--- config.mk ---
export PLATFORM = sky130hd
export DESIGN_NAME = truth_table_sweeper_flat
export DESIGN_NICKNAME = d
export VERILOG_FILES = /design/src/rtl/truth_table_sweeper_if.sv /design/src/rtl/truth_table_sweeper.sv /design/src/flat_wrapper.sv
export SDC_FILE = /design/constraint.sdc
export NUM_CORES = 1
export LEC_CHECK = 0
export BUFFER_PORTS_ARGS = -buffer_cell sky130_fd_sc_hd__clkbuf_2
export CAP_MARGIN = 0
export CELL_PAD_IN_SITES_DETAIL_PLACEMENT = 0
export CELL_PAD_IN_SITES_GLOBAL_PLACEMENT = 2
export CORE_ASPECT_RATIO = 0.7
export CORE_MARGIN = 1
export CORE_UTILIZATION = 32
export CTS_CLUSTER_DIAMETER = 100
export DETAILED_ROUTE_END_ITERATION = 12
export GPL_TIMING_DRIVEN = 0
export PLACE_DENSITY_LB_ADDON = 0.1
export SYNTH_ARGS = -nofsm -noshare
export SYNTH_HDL_FRONTEND = slang
export SYNTH_SLANG_ARGS = --single-unit
--- constraint.sdc ---
create_clock -name clk -period 1.9 [get_ports clk]
set_input_delay 0.38 -clock clk [delete_from_list [all_inputs] [get_ports clk]]
set_output_delay 0.38 -clock clk [all_outputs]
set_load 0.01 [all_outputs]
--- src/rtl/truth_table_sweeper_if.sv ---
// Harness-side bundle for one truth-table sweeper: control, expected code,
// drive/observe of the function under test and the captured result.
interface truth_table_sweeper_if;
  logic       start;
  logic       abort;
  logic [7:0] expected;
  logic [2:0] dut_in;
  logic       dut_out;
  logic       busy;
  logic       done;
  logic [7:0] table_code;  // 'table' is a reserved word in SystemVerilog
  logic       match;

  modport master (
    output start, abort, expected, dut_out,
    input  dut_in, busy, done, table_code, match
  );

  modport slave (
    input  start, abort, expected, dut_out,
    output dut_in, busy, done, table_code, match
  );
endinterface

--- src/rtl/truth_table_sweeper.sv ---
// Steps a 3-input function through all 8 input vectors, waits a settle interval
// on each, captures the 8-bit truth-table code and compares it with a latched expectation.
module truth_table_sweeper #(
  parameter int unsigned SETTLE_CYCLES = 4,
  parameter int unsigned CNT_W         = 8
) (
  input logic                  clk,
  input logic                  rst,
  truth_table_sweeper_if.slave bus
);

  localparam int unsigned IDX_W  = 3;
  localparam int unsigned CODE_W = 8;
  localparam logic [CNT_W-1:0] CNT_LAST = CNT_W'(SETTLE_CYCLES - 1);
  localparam logic [IDX_W-1:0] IDX_LAST = IDX_W'(7);

  typedef enum logic [1:0] {IDLE, SETTLE, SAMPLE, DONE} state_t;

  state_t              state_q, state_d;
  logic [IDX_W-1:0]    idx_q, idx_d;
  logic [CNT_W-1:0]    cnt_q, cnt_d;
  logic [IDX_W-1:0]    vec_q, vec_d;
  logic                busy_q, busy_d;
  logic                done_q, done_d;
  logic [CODE_W-1:0]   code_q, code_d;
  logic                match_q, match_d;
  logic [CODE_W-1:0]   exp_q, exp_d;

  // State and registered outputs
  always_ff @(posedge clk) begin
    if (rst) begin
      state_q <= IDLE;
      idx_q   <= '0;
      cnt_q   <= '0;
      vec_q   <= '0;
      busy_q  <= 1'b0;
      done_q  <= 1'b0;
      code_q  <= '0;
      match_q <= 1'b0;
      exp_q   <= '0;
    end else begin
      state_q <= state_d;
      idx_q   <= idx_d;
      cnt_q   <= cnt_d;
      vec_q   <= vec_d;
      busy_q  <= busy_d;
      done_q  <= done_d;
      code_q  <= code_d;
      match_q <= match_d;
      exp_q   <= exp_d;
    end
  end

  // Next-state and next-output logic
  always_comb begin
    state_d = state_q;
    idx_d   = idx_q;
    cnt_d   = cnt_q;
    vec_d   = vec_q;
    busy_d  = busy_q;
    done_d  = 1'b0;
    code_d  = code_q;
    match_d = match_q;
    exp_d   = exp_q;

    case (state_q)
      IDLE: begin
        if (bus.start && !bus.abort) begin
          idx_d   = '0;
          cnt_d   = '0;
          vec_d   = '0;
          code_d  = '0;
          match_d = 1'b0;
          exp_d   = bus.expected;
          busy_d  = 1'b1;
          state_d = SETTLE;
        end
      end
      SETTLE: begin
        cnt_d = cnt_q + CNT_W'(1);
        if (cnt_q == CNT_LAST) begin
          state_d = SAMPLE;
        end
      end
      SAMPLE: begin
        // Input 000 lands in the MSB, input 111 in the LSB
        code_d[~idx_q] = bus.dut_out;
        if (idx_q == IDX_LAST) begin
          done_d  = 1'b1;
          match_d = (code_d == exp_q);
          state_d = DONE;
        end else begin
          idx_d   = idx_q + IDX_W'(1);
          vec_d   = idx_q + IDX_W'(1);
          cnt_d   = '0;
          state_d = SETTLE;
        end
      end
      DONE: begin
        busy_d  = 1'b0;
        state_d = IDLE;
      end
      default: state_d = IDLE;
    endcase

    // Abort wins over every in-sweep transition
    if (bus.abort && (state_q != IDLE)) begin
      state_d = IDLE;
      idx_d   = '0;
      cnt_d   = '0;
      vec_d   = '0;
      busy_d  = 1'b0;
      done_d  = 1'b0;
      code_d  = '0;
      match_d = 1'b0;
    end
  end

  assign bus.dut_in     = vec_q;
  assign bus.busy       = busy_q;
  assign bus.done       = done_q;
  assign bus.table_code = code_q;
  assign bus.match      = match_q;

endmodule

--- src/flat_wrapper.sv ---
// flat-port wrapper written by rule: the top's interface ports become plain ports
module truth_table_sweeper_flat 
#(
  parameter int unsigned SETTLE_CYCLES = 4,
  parameter int unsigned CNT_W         = 8
)
  (clk, rst, bus_start, bus_abort, bus_expected, bus_dut_out, bus_dut_in, bus_busy, bus_done, bus_table_code, bus_match);
  truth_table_sweeper_if bus_i ();
  input logic clk;
  input logic rst;
  input wire logic [$bits(bus_i.start)-1:0] bus_start;
  input wire logic [$bits(bus_i.abort)-1:0] bus_abort;
  input wire logic [$bits(bus_i.expected)-1:0] bus_expected;
  input wire logic [$bits(bus_i.dut_out)-1:0] bus_dut_out;
  output wire logic [$bits(bus_i.dut_in)-1:0] bus_dut_in;
  output wire logic [$bits(bus_i.busy)-1:0] bus_busy;
  output wire logic [$bits(bus_i.done)-1:0] bus_done;
  output wire logic [$bits(bus_i.table_code)-1:0] bus_table_code;
  output wire logic [$bits(bus_i.match)-1:0] bus_match;
  assign bus_i.start = bus_start;
  assign bus_i.abort = bus_abort;
  assign bus_i.expected = bus_expected;
  assign bus_i.dut_out = bus_dut_out;
  assign bus_dut_in = bus_i.dut_in;
  assign bus_busy = bus_i.busy;
  assign bus_done = bus_i.done;
  assign bus_table_code = bus_i.table_code;
  assign bus_match = bus_i.match;
  truth_table_sweeper #(.SETTLE_CYCLES(SETTLE_CYCLES), .CNT_W(CNT_W)) u_core (.clk(clk), .rst(rst), .bus(bus_i));
endmodule
# Word level (Yosys, flattened, before mapping)
# Index checks and enable logic that the tools add are counted.
dict set report word_totals {
  ff_bits 32
  input_bits 13
  out_inout_bits 14
  wordCells 62
}
dict set report classes {
  addsub 2
  n_lt_le_gt_ge 2
  eq_ne 10
  mux 20
  n_bitwise 2
  reduce_logical 18
}
# cell n
set ops {}
lappend ops {{8-bit case mux with 3 select lines} 1}
lappend ops {{8-bit 2-to-1 mux} 2}
lappend ops {{8-bit case mux with 2 select lines} 1}
lappend ops {{3-bit AND reduction} 3}
lappend ops {{8-bit by 1-bit adder with 8-bit output, second input constant} 1}
lappend ops {{8-bit bitwise mux} 1}
lappend ops {{8-bit by 2-bit == test with 1-bit output, second input constant} 1}
lappend ops {{8-bit == test} 1}
lappend ops {{2-bit case mux with 4 select lines} 1}
lappend ops {{2-bit AND reduction} 4}
lappend ops {{2-bit 2-to-1 mux} 3}
lappend ops {{3-bit 2-to-1 mux} 2}
lappend ops {{2-bit by 1-bit != test with 1-bit output, second input constant} 3}
lappend ops {{3-bit case mux with 2 select lines} 1}
lappend ops {{2-bit nonzero test} 3}
lappend ops {{1-bit 2-to-1 mux} 5}
lappend ops {{2-bit == test, second input constant} 2}
lappend ops {{3-bit by 4-bit less-than comparator with 1-bit output, second input constant} 1}
lappend ops {{1-bit case mux with 2 select lines} 2}
lappend ops {{3-bit by 1-bit adder with 3-bit output, second input constant} 1}
lappend ops {{1-bit demux with 3-bit select} 1}
lappend ops {{3-bit == test, second input constant} 1}
lappend ops {{3-bit by 1-bit >= comparator with 1-bit output, second input constant} 1}
lappend ops {{1-bit logical AND} 3}
lappend ops {{other kinds (9)} 9}

# Logic depth before layout (Yosys ltp)
# Gate-level depths: netlist of the first run.
dict set report logic_depth {
  word_depth 9
  mapped_depth 7
  mapped_depth_nobuf 7
}

# Least setup slack after synthesis of the first run
# OpenSTA, ideal clock, no wires.
dict set report synth_timing {
  path_kind {register -> register}
  start {register u_core.idx_q[0]}
  end {register u_core.cnt_q[7]}
  setup_ps 128
  t_arrival_ps 1670
  required_time_ps 1772
  setup_slack_ps 102
  path_stages_with_launch 8
  path_buffers 0
  synth_period_minus_slack_ps 1798
  cell_sequence {dfxtp_1 ha_1 ha_1 o21ai_0 o311ai_1 or3_1 xor2_1 nor2_1}
}
dict set report synth_between {
  elab_chain_cells 3
}
# element line_no
set synth_rtl {}
lappend synth_rtl {{start, declared} truth_table_sweeper.sv:20} ;# logic [IDX_W-1:0] idx_q, idx_d;
lappend synth_rtl {{start signal, assigned} truth_table_sweeper.sv:43} ;# idx_q <= idx_d;
lappend synth_rtl {{3-bit == test} truth_table_sweeper.sv:88} ;# if (idx_q == IDX_LAST) begin
lappend synth_rtl {{2-bit != test (no line)} n/a}
lappend synth_rtl {{3-bit AND reduction (no line)} n/a}
lappend synth_rtl {{end signal, assigned} truth_table_sweeper.sv:44} ;# cnt_q <= cnt_d;
lappend synth_rtl {{end, declared} truth_table_sweeper.sv:21} ;# logic [CNT_W-1:0] cnt_q, cnt_d;
# Every way passes these cells.
# A chain may end at the register's enable or synchronous reset.

# Final worst setup path of the first run
# Ends and elaborated chain as after synthesis.

==> flow_summary.toml, run 1 <==
[drt]
drc = 0
wl_per_cell_um = 13.98
drtPass1Iterations = 4
ant_nets = 0
wl_um = 4236
num_vias = 1502
drt_iter0_drc = 137
via_per_inst = 4.957

[min_path]
min_path_type = "primary input to flop"
min_from = "bus_expected[5]"

[yosys]
synth_edf_count = 0
ys_ff_latch = 32
yosysUniqueCellTypes = 36
ys.flop_type = "dfxtp_1"
synth_fp_nets = 218
synth_warnings = 0
synthCells = 202
synthArstFlopShare = 0
syn_avg_cell_area_sq_um = 8.003
yosysSeqAreaShare = 0.3963
syn-cell-area_sq_um = 1617

[worst_setup_path]
critPathCaptureType = "flop"
r2r_cells = 7
crit_arrival_ns = 1.99
required_ns = 2.06
reg2reg_slack_ns = 0.08
start_kind = "flop"
startpoint = "u_core.idx_q[0]"
timing.rr.start = "u_core.idx_q[0]"
cp-endpoint = "u_core.cnt_q[7]"
critical_path_class = "flop to flop"
worstReg2RegEnd = "u_core.cnt_q[7]"
cp_max_fo = 4

[clock_network]
cts.htree.levels = 2
clk_root_buffer_cell = "clkbuf_8"
clkLatencyLatePin_ns = 0.28
clk_pin_slew_worst_paths_ns = 0.07
post_cts_buffers = 0
postCtsHoldBufs = 0
cts_tree = "done"
cts_inserted_buffers = 5
clock_path_buffers = 2
cts.sinks = 32

[placed_design]
gp_congestion = 0.7653
port-buffer-count = 24
dp_hpwl_um = 3183

[final_layout]
finalCoreUtilization = 0.4093
area_delta_synth_final_pct = 21.75
drive_gt1_frac = 0.2094
nFillCells = 513
antenna_cells = 0
layout.nets = 249

[floorplanning]
coreArea_sq_um = 4808
num_rows = 21
start_util = 0.3362
die_x_um = 86.95
ioPinCount = 27
die_y_um = 61.47
die-area_sq_um = 5344

[global_route]
grt_pass1_vias = 1326
gr-total-overflow = 0
grt_max_degree = 11
antenna_found_initial = 0
grt_usage = 0.1712
grt_pass1_wl_um = 6658

[timing]
max_freq_ghz = 0.5480
clock_skew_ns = 0.004557
hold_viol = 0
finalSetupViolCount = 0
tightest_slew_ns = 0.6490
maxSlewViolCount = 0
fin_crit_sh = 0.9604
finalSetupTns_ns = 0
slew-limit-headroom = 0.5664
finalCriticalPeriod_ns = 1.825
worst_hold_slack_ns = 0.3109

[power_and_ir_drop]
p_total_mw = 1.524
p_per_area_nw_per_um2 = 774.5
ir_drop_v = 0.0003043
leakagePower_nw = 0.7440

[outcome]
status = "finished clean"

[flow_run]
cap_violations = 0
-- stage by stage --
step	instance area [sq um]	std cells	worst slack, ns
finish	1968	303	0.07519
global route	1968	303	-0.02362
CTS	1944	303	0.001543
detailed placement	1823	295	-0.1445
global placement	1823	295	-0.07277
floorplan	1617	202	0.1020
-- logic make-up (layout without fill, tap and decap cells) --
logic type,after synthesis,in the layout,synth area share
compound gates,44,44,0.1594
xor+xnor,12,12,0.06501
fa+ha+maj,3,3,0.02322
buf+inv,15,47,0.04798
flops,32,32,0.3963
mux,8,8,0.04954
simple gates,88,88,0.2585
-- repair_timing --
item                       CTS  global route
setup endpoints to repair    2             2
pin swaps                    0             1
gates resized for setup      4             5
-- state kept, by name (all words and copies together) (netlist names) --
register and cells:
u_core.cnt_q 8, u_core.exp_q 8, u_core.bus.busy 1, u_core.bus.match 1, u_core.state_q 2, u_core.bus.table_code 8, u_core.idx_q 3, u_core.bus.done 1
-- routing by layer --
metal	global-route usage	vias to the layer above	wire length [um]
met3	0.04290	5	187
li1	-	755	-
met2	0.2418	32	1664
met5	0	-	0
met1	0.2484	710	2343
met4	0.06667	0	40
-- where the power goes --
part	internal [mW]	switching [mW]	total, mW
Clock	0.389	0.254	0.643
Sequential	0.691	0.0185	0.709
Combinational	0.0625	0.110	0.172
Total	1.14	0.382	1.52
-- placed cells by master, fill, tap and decap left out, types with 2 or more instances in the layout --
master,instances
dfxtp_1,32
nand2_1,30
nor2_1,28
clkbuf_2,24
a21oi_1,21
o21ai_0,10
mux2i_1,7
xor2_1,7
buf_2,5
xnor2_1,5
clkbuf_8,5
clkbuf_1,4
inv_1,4
nand3_1,4
and2_1,3
nand2b_1,3
nor3b_2,3
and3b_1,3
nor2b_1,2
nand3b_1,2
nor3_1,2
buf_4,2
or3_1,2
nor3_2,2
nand4_1,2
a22oi_1,2
ha_1,2
-- synthesized netlist by cell type (all sizes together) (2+ instances only) --
| library cell | count | area share |
|---|---|---|
| a21oi | 21 | 0.065 |
| a22oi | 2 | 0.0093 |
| and2 | 3 | 0.012 |
| and3b | 3 | 0.016 |
| buf | 8 | 0.032 |
| clkbuf | 3 | 0.0070 |
| dfxtp | 32 | 0.40 |
| ha | 3 | 0.023 |
| inv | 4 | 0.0093 |
| mux2i | 8 | 0.050 |
| nand2 | 30 | 0.070 |
| nand2b | 3 | 0.012 |
| nand3 | 4 | 0.012 |
| nand3b | 2 | 0.0093 |
| nand4 | 2 | 0.0077 |
| nor2 | 28 | 0.065 |
| nor2b | 2 | 0.0077 |
| nor3 | 4 | 0.012 |
| nor3b | 4 | 0.022 |
| o21ai | 12 | 0.037 |
| o311ai | 2 | 0.011 |
| o31ai | 2 | 0.012 |
| or3 | 2 | 0.0077 |
| xnor2 | 5 | 0.027 |
| xor2 | 7 | 0.038 |
-- worst min-delay path by stage --
stage / to / slack (ns) / depth (start not counted)
CTS: u_core.exp_q[5] / 0.31 / 3
global placement: u_core.bus.busy / 0.45 / 2
detailed placement: u_core.bus.busy / 0.46 / 2
finish: u_core.exp_q[5] / 0.31 / 3
floorplan: u_core.cnt_q[1] / 0.44 / 2
global route: u_core.exp_q[7] / 0.31 / 3
-- critical path, stage by stage, from the launching register on --
cell      delay (ns)
dfxtp_1         0.34
ha_1            0.22
ha_2            0.21
o21ai_2         0.21
o311ai_2        0.18
or3_1           0.35
xor2_1          0.13
nor2_1          0.05
-- area by class of cell --
cell class                      instances  area (sq um)  share of cell area
Inverter                                4         15.01            0.007629
Multi-Input combinational cell        155         935.9              0.4755
Clock inverter                          2         35.03             0.01780
Timing Repair Buffer                   24         120.1             0.06103
Tap cell                               69         86.33             0.04387
Sequential cell                        32         640.6              0.3255
Buffer                                 11         62.56             0.03179
Clock buffer                            6         72.57             0.03687
(Power assumes the default switching activity.)
==> run 2, diff against run 1 <==
Settings changed: CORE_UTILIZATION 32 to 34.
Clock period 1.9 ns to 2.35 ns, I/O delays scaled along.
==> run 2 against run 1 <==
The flow now finishes with violations (DRC). Combinational power fell by 19%. Cell count fell by 5.0%. Register-to-register slack improved by 0.12 ns. Flip-flop and latch count did not move. Routed wire length fell by 3.7%. Maximum frequency fell by 15%. Non-clock buffer count did not move. Core utilization rose by 1.3 points. Setup slack improved by 0.12 ns. First-iteration DRC count fell by 26%. Via count fell by 2.1%. Clock power fell by 39%. Critical endpoint unchanged. Largest power group unchanged.
==> flow_summary.toml, run 2 (synthesis results as in run 1) <==
[outcome]
status = "finished with violations"
violations = "DRC"

[drt]
ant_nets = 0
via_per_inst = 5.108
drt_iter0_drc = 102
wl_per_cell_um = 14.16
drc = 4
wl_um = 4078
num_vias = 1471
drtPass1Iterations = 8

[placed_design]
post-place-ws_ns = 0.2520
dp_hpwl_um = 3035
port-buffer-count = 24
gp_congestion = 0.7576
placed_cell_area_sq_um = 1805
dp.cells = 281

[worst_setup_path]
cp_max_fo = 4
startpoint = "u_core.idx_q[0]"
critical_path.max_stage_delay_ns = 0.40
crit_arrival_ns = 2.30
crit_chain = "ha_1 > ha_1 > o21ai_0 > o311ai_1 > or3_1 > xor2_1 > nor2_1"
critical_path_class = "flop to flop"
required_ns = 2.50
start_kind = "flop"
timing.rr.start = "u_core.idx_q[0]"
critPathMostFrequentCell = "ha_1"
critPathCaptureType = "flop"
crit_family = "compound AO/OA/AOI/OAI gates"
cp_slowest_cell = "o21ai_0"
cp_num_buf_inv = 0

[final_layout]
stdcell_count = 288
area_delta_synth_final_pct = 16.49
drive_gt1_frac = 0.1717
nFillCells = 481
finalCoreUtilization = 0.4228
layout.nets = 249
layout_common_cells = "dfxtp_1, nand2_1, nor2_1, clkbuf_2, a21oi_1"
fin_area_sq_um = 1883
final_common_cell = "dfxtp_1"
antenna_cells = 0

[timing]
clock_skew_ns = 0.005192
maxSlewViolCount = 0
worst_hold_slack_ns = 0.4079
finalCriticalPeriod_ns = 2.152
fin_crit_sh = 0.9159
slew-limit-headroom = 0.5368
finalSetupTns_ns = 0
layout_setup_ws_ns = 0.1976
rsz0062_at_grt = "no"
tightest_slew_ns = 0.6934
max_freq_ghz = 0.4646
hold_viol = 0
finalSetupViolCount = 0

[floorplanning]
die_y_um = 59.69
start_util = 0.3629
num_rows = 20
die-area_sq_um = 5039
die_x_um = 84.42
coreArea_sq_um = 4454
ioPinCount = 27

[global_route]
grt_max_degree = 11
gr-total-overflow = 0
grt_pass1_wl_um = 6810
antenna_found_initial = 0
grt_usage = 0.1803
grt_pass1_vias = 1351

[clock_network]
clkLatencyLatePin_ns = 0.28
cts.htree.levels = 2
cts_inserted_buffers = 5
cts.sinks = 32
postCtsHoldBufs = 0
cts_resized = 0
clk_pin_slew_worst_paths_ns = 0.06
clk_root_buffer_cell = "clkbuf_8"
post_cts_buffers = 0
cts_tree = "done"
clock_path_buffers = 2

[power_and_ir_drop]
ir_drop_v = 0.0002354
p_total_mw = 1.100
p_per_area_nw_per_um2 = 584.2
leakagePower_nw = 0.7204

[min_path]
min_from = "bus_expected[4]"
min_path_type = "primary input to flop"

[flow_run]
cap_violations = 0
-- run 2: changes by cell type in the layout (fill, tap and decap cells not counted), moves of 2 or more --
cell / delta
nor3_2: -2
nor3_1: +2
nor3b_1: +2
nor3b_2: -2
-- run 2: where the power goes --
| part | internal (mW) | switching (mW) | leakage [nW] |
|---|---|---|---|
| Combinational | 0.0494 | 0.0892 | 0.420 |
| Sequential | 0.559 | 0.0128 | 0.259 |
| Clock | 0.201 | 0.189 | 0.0410 |
-- run 2: path summary, 6_finish.rpt --
kind,depth (start not counted),endpoint,slack (ns)
hold reg to reg,2,u_core.bus.busy,0.47
setup / recovery,7,u_core.cnt_q[7],0.20
setup reg to reg,7,u_core.cnt_q[7],0.20
hold / removal,3,u_core.exp_q[4],0.41
-- run 2: area by class of cell --
type / instances / area [sq um] / area share
inverters: 4 / 15.01 / 0.007973
well taps: 55 / 68.82 / 0.03654
plain buffers: 11 / 62.56 / 0.03322
repair buffers: 24 / 120.1 / 0.06379
clock buffers: 6 / 72.57 / 0.03854
clock inverters: 1 / 5.005 / 0.002658
flip-flops and latches: 32 / 640.6 / 0.3402
multi-input cells: 155 / 898.4 / 0.4771
-- run 2: tightest hold or removal path, cell delays in order --
cell and delay [ns]:
clkbuf_2 0.08, nand2_1 0.04, a21oi_1 0.05
-- run 2: routing by layer --
layer | vias up | global-route usage | share of wire
met5 | - | 0 | 0
met4 | 0 | 0.05085 | 0.0044
met3 | 2 | 0.04144 | 0.066
met2 | 42 | 0.2518 | 0.40
met1 | 674 | 0.2747 | 0.53
li1 | 753 | - | -
==> run 3, diff against run 2 <==
Settings changed: CORE_MARGIN 1 to 3.
==> run 3 against run 2 <==
The flow now finishes without violations. Clock skew increased by 0.0048 ns. Combinational power about the same. Hold slack got worse by 0.0020 ns. Clock-buffer cell count unchanged. Setup slack improved by 0.043 ns. Highest routed layer unchanged. Via count increased by 0.68%. Critical endpoint unchanged. Sequential power about the same. Largest cell class unchanged. Total power increased by 4.6%. Core utilization increased by 0.34 points.
==> flow_summary.toml, run 3 (synthesis results as in run 1) <==
[clock_network]
clkLatencyLatePin_ns = 0.28
clock_path_buffers = 2
cts.sinks = 32
cts_tree = "done"
clk_root_buffer_cell = "clkbuf_8"
clk_pin_slew_worst_paths_ns = 0.08
post_cts_buffers = 0
cts.htree.levels = 2
postCtsHoldBufs = 0
cts_resized = 0
cts_inserted_buffers = 5

[timing]
max_freq_ghz = 0.4740
finalSetupTns_ns = 0
finalCriticalPeriod_ns = 2.110
fin_crit_sh = 0.8978
rsz0062_at_grt = "no"
tightest_slew_ns = 0.7459
slew-limit-headroom = 0.5017
maxSlewViolCount = 0
hold_viol = 0
worst_hold_slack_ns = 0.4059
finalSetupViolCount = 0
clock_skew_ns = 0.009999

[global_route]
grt_pass1_wl_um = 6824
gr-total-overflow = 0
grt_usage = 0.1588
antenna_found_initial = 0
grt_max_degree = 11
grt_pass1_vias = 1398

[floorplanning]
die_x_um = 88.42
start_util = 0.3629
num_rows = 20
die_y_um = 63.69
coreArea_sq_um = 4454
ioPinCount = 27
die-area_sq_um = 5631

[final_layout]
drive_gt1_frac = 0.1795
final_common_cell = "dfxtp_1"
multi_input_comb_area_sq_um = 898.4
nFillCells = 482
antenna_cells = 0
layout_common_cells = "dfxtp_1, nand2_1, nor2_1, clkbuf_2, a21oi_1"
area_delta_synth_final_pct = 17.41
finalCoreUtilization = 0.4261
regArea_sq_um = 640.6
layout.nets = 249

[placed_design]
gp_congestion = 0.7990
dp_hpwl_um = 3062
port-buffer-count = 24

[worst_setup_path]
critPathCaptureType = "flop"
r2r_cells = 7
start_kind = "flop"
required_ns = 2.51
crit_arrival_ns = 2.27
critical_path_class = "flop to flop"
cp_max_fo = 4

[drt]
ant_nets = 0
drt_iter0_drc = 107
via_per_inst = 5.125
wl_um = 4104
num_vias = 1481
wl_per_cell_um = 14.20
drtPass1Iterations = 4
drc = 0

[power_and_ir_drop]
ir_drop_v = 0.0002782
leakagePower_nw = 0.7303
p_per_area_nw_per_um2 = 606.3

[flow_run]
cap_violations = 0

[min_path]
min_path_cells = 3
min_path_type = "primary input to flop"

[outcome]
status = "finished clean"
-- run 3: cell types whose count changed in the layout (fill, tap and decap cells not counted), sizes merged --
cell and change:
clkinv +1
-- run 3: worst paths after layout --
check,from,endpoint,slack (ns)
setup reg to reg,u_core.idx_q[0],u_core.cnt_q[7],0.24
setup / recovery,u_core.idx_q[0],u_core.cnt_q[7],0.24
hold / removal,bus_expected[7],u_core.exp_q[7],0.41
hold reg to reg,u_core.bus.busy,u_core.bus.busy,0.47
-- run 3: where the power goes --
group	switching (mW)	leakage [nW]	internal (mW)
sequential	0.0126	0.259	0.559
combinational	0.0887	0.420	0.0495
clock	0.208	0.0510	0.234
-- run 3: area by class of cell --
class | count | area share
multi-input cells | 155 | 0.4733
repair buffers | 24 | 0.06328
clock buffers | 6 | 0.04351
well taps | 55 | 0.03626
flip-flops and latches | 32 | 0.3375
inverters | 4 | 0.007910
clock inverters | 2 | 0.005274
plain buffers | 11 | 0.03296
-- run 3: metal layers --
layer	track usage	vias to the layer above	wire length, um
li1	-	751	-
met1	0.2461	693	2206
met2	0.2071	33	1627
met3	0.04444	4	221
met4	0.04717	0	48
met5	0	-	0
-- run 3: critical path, stage by stage (launching register included) --
cell      delay (ns)
dfxtp_1         0.34
ha_1            0.21
ha_1            0.24
o21ai_0         0.36
o311ai_1        0.27
or3_1           0.37
xor2_1          0.14
nor2_1          0.05
-- run 3: through the flow --
step / worst slack (ns) / cells / power [mW] / cell area (sq um)
2_1_floorplan: 0.5520 / 202 / 0.6761 / 1617
3_3_place_gp: 0.3294 / 281 / 0.7175 / 1805
3_5_place_dp: 0.2956 / 281 / 0.7211 / 1805
4_1_cts: 0.2843 / 289 / 1.168 / 1898
5_1_grt: 0.1190 / 289 / 1.206 / 1898
6_report: 0.2401 / 289 / 1.151 / 1898
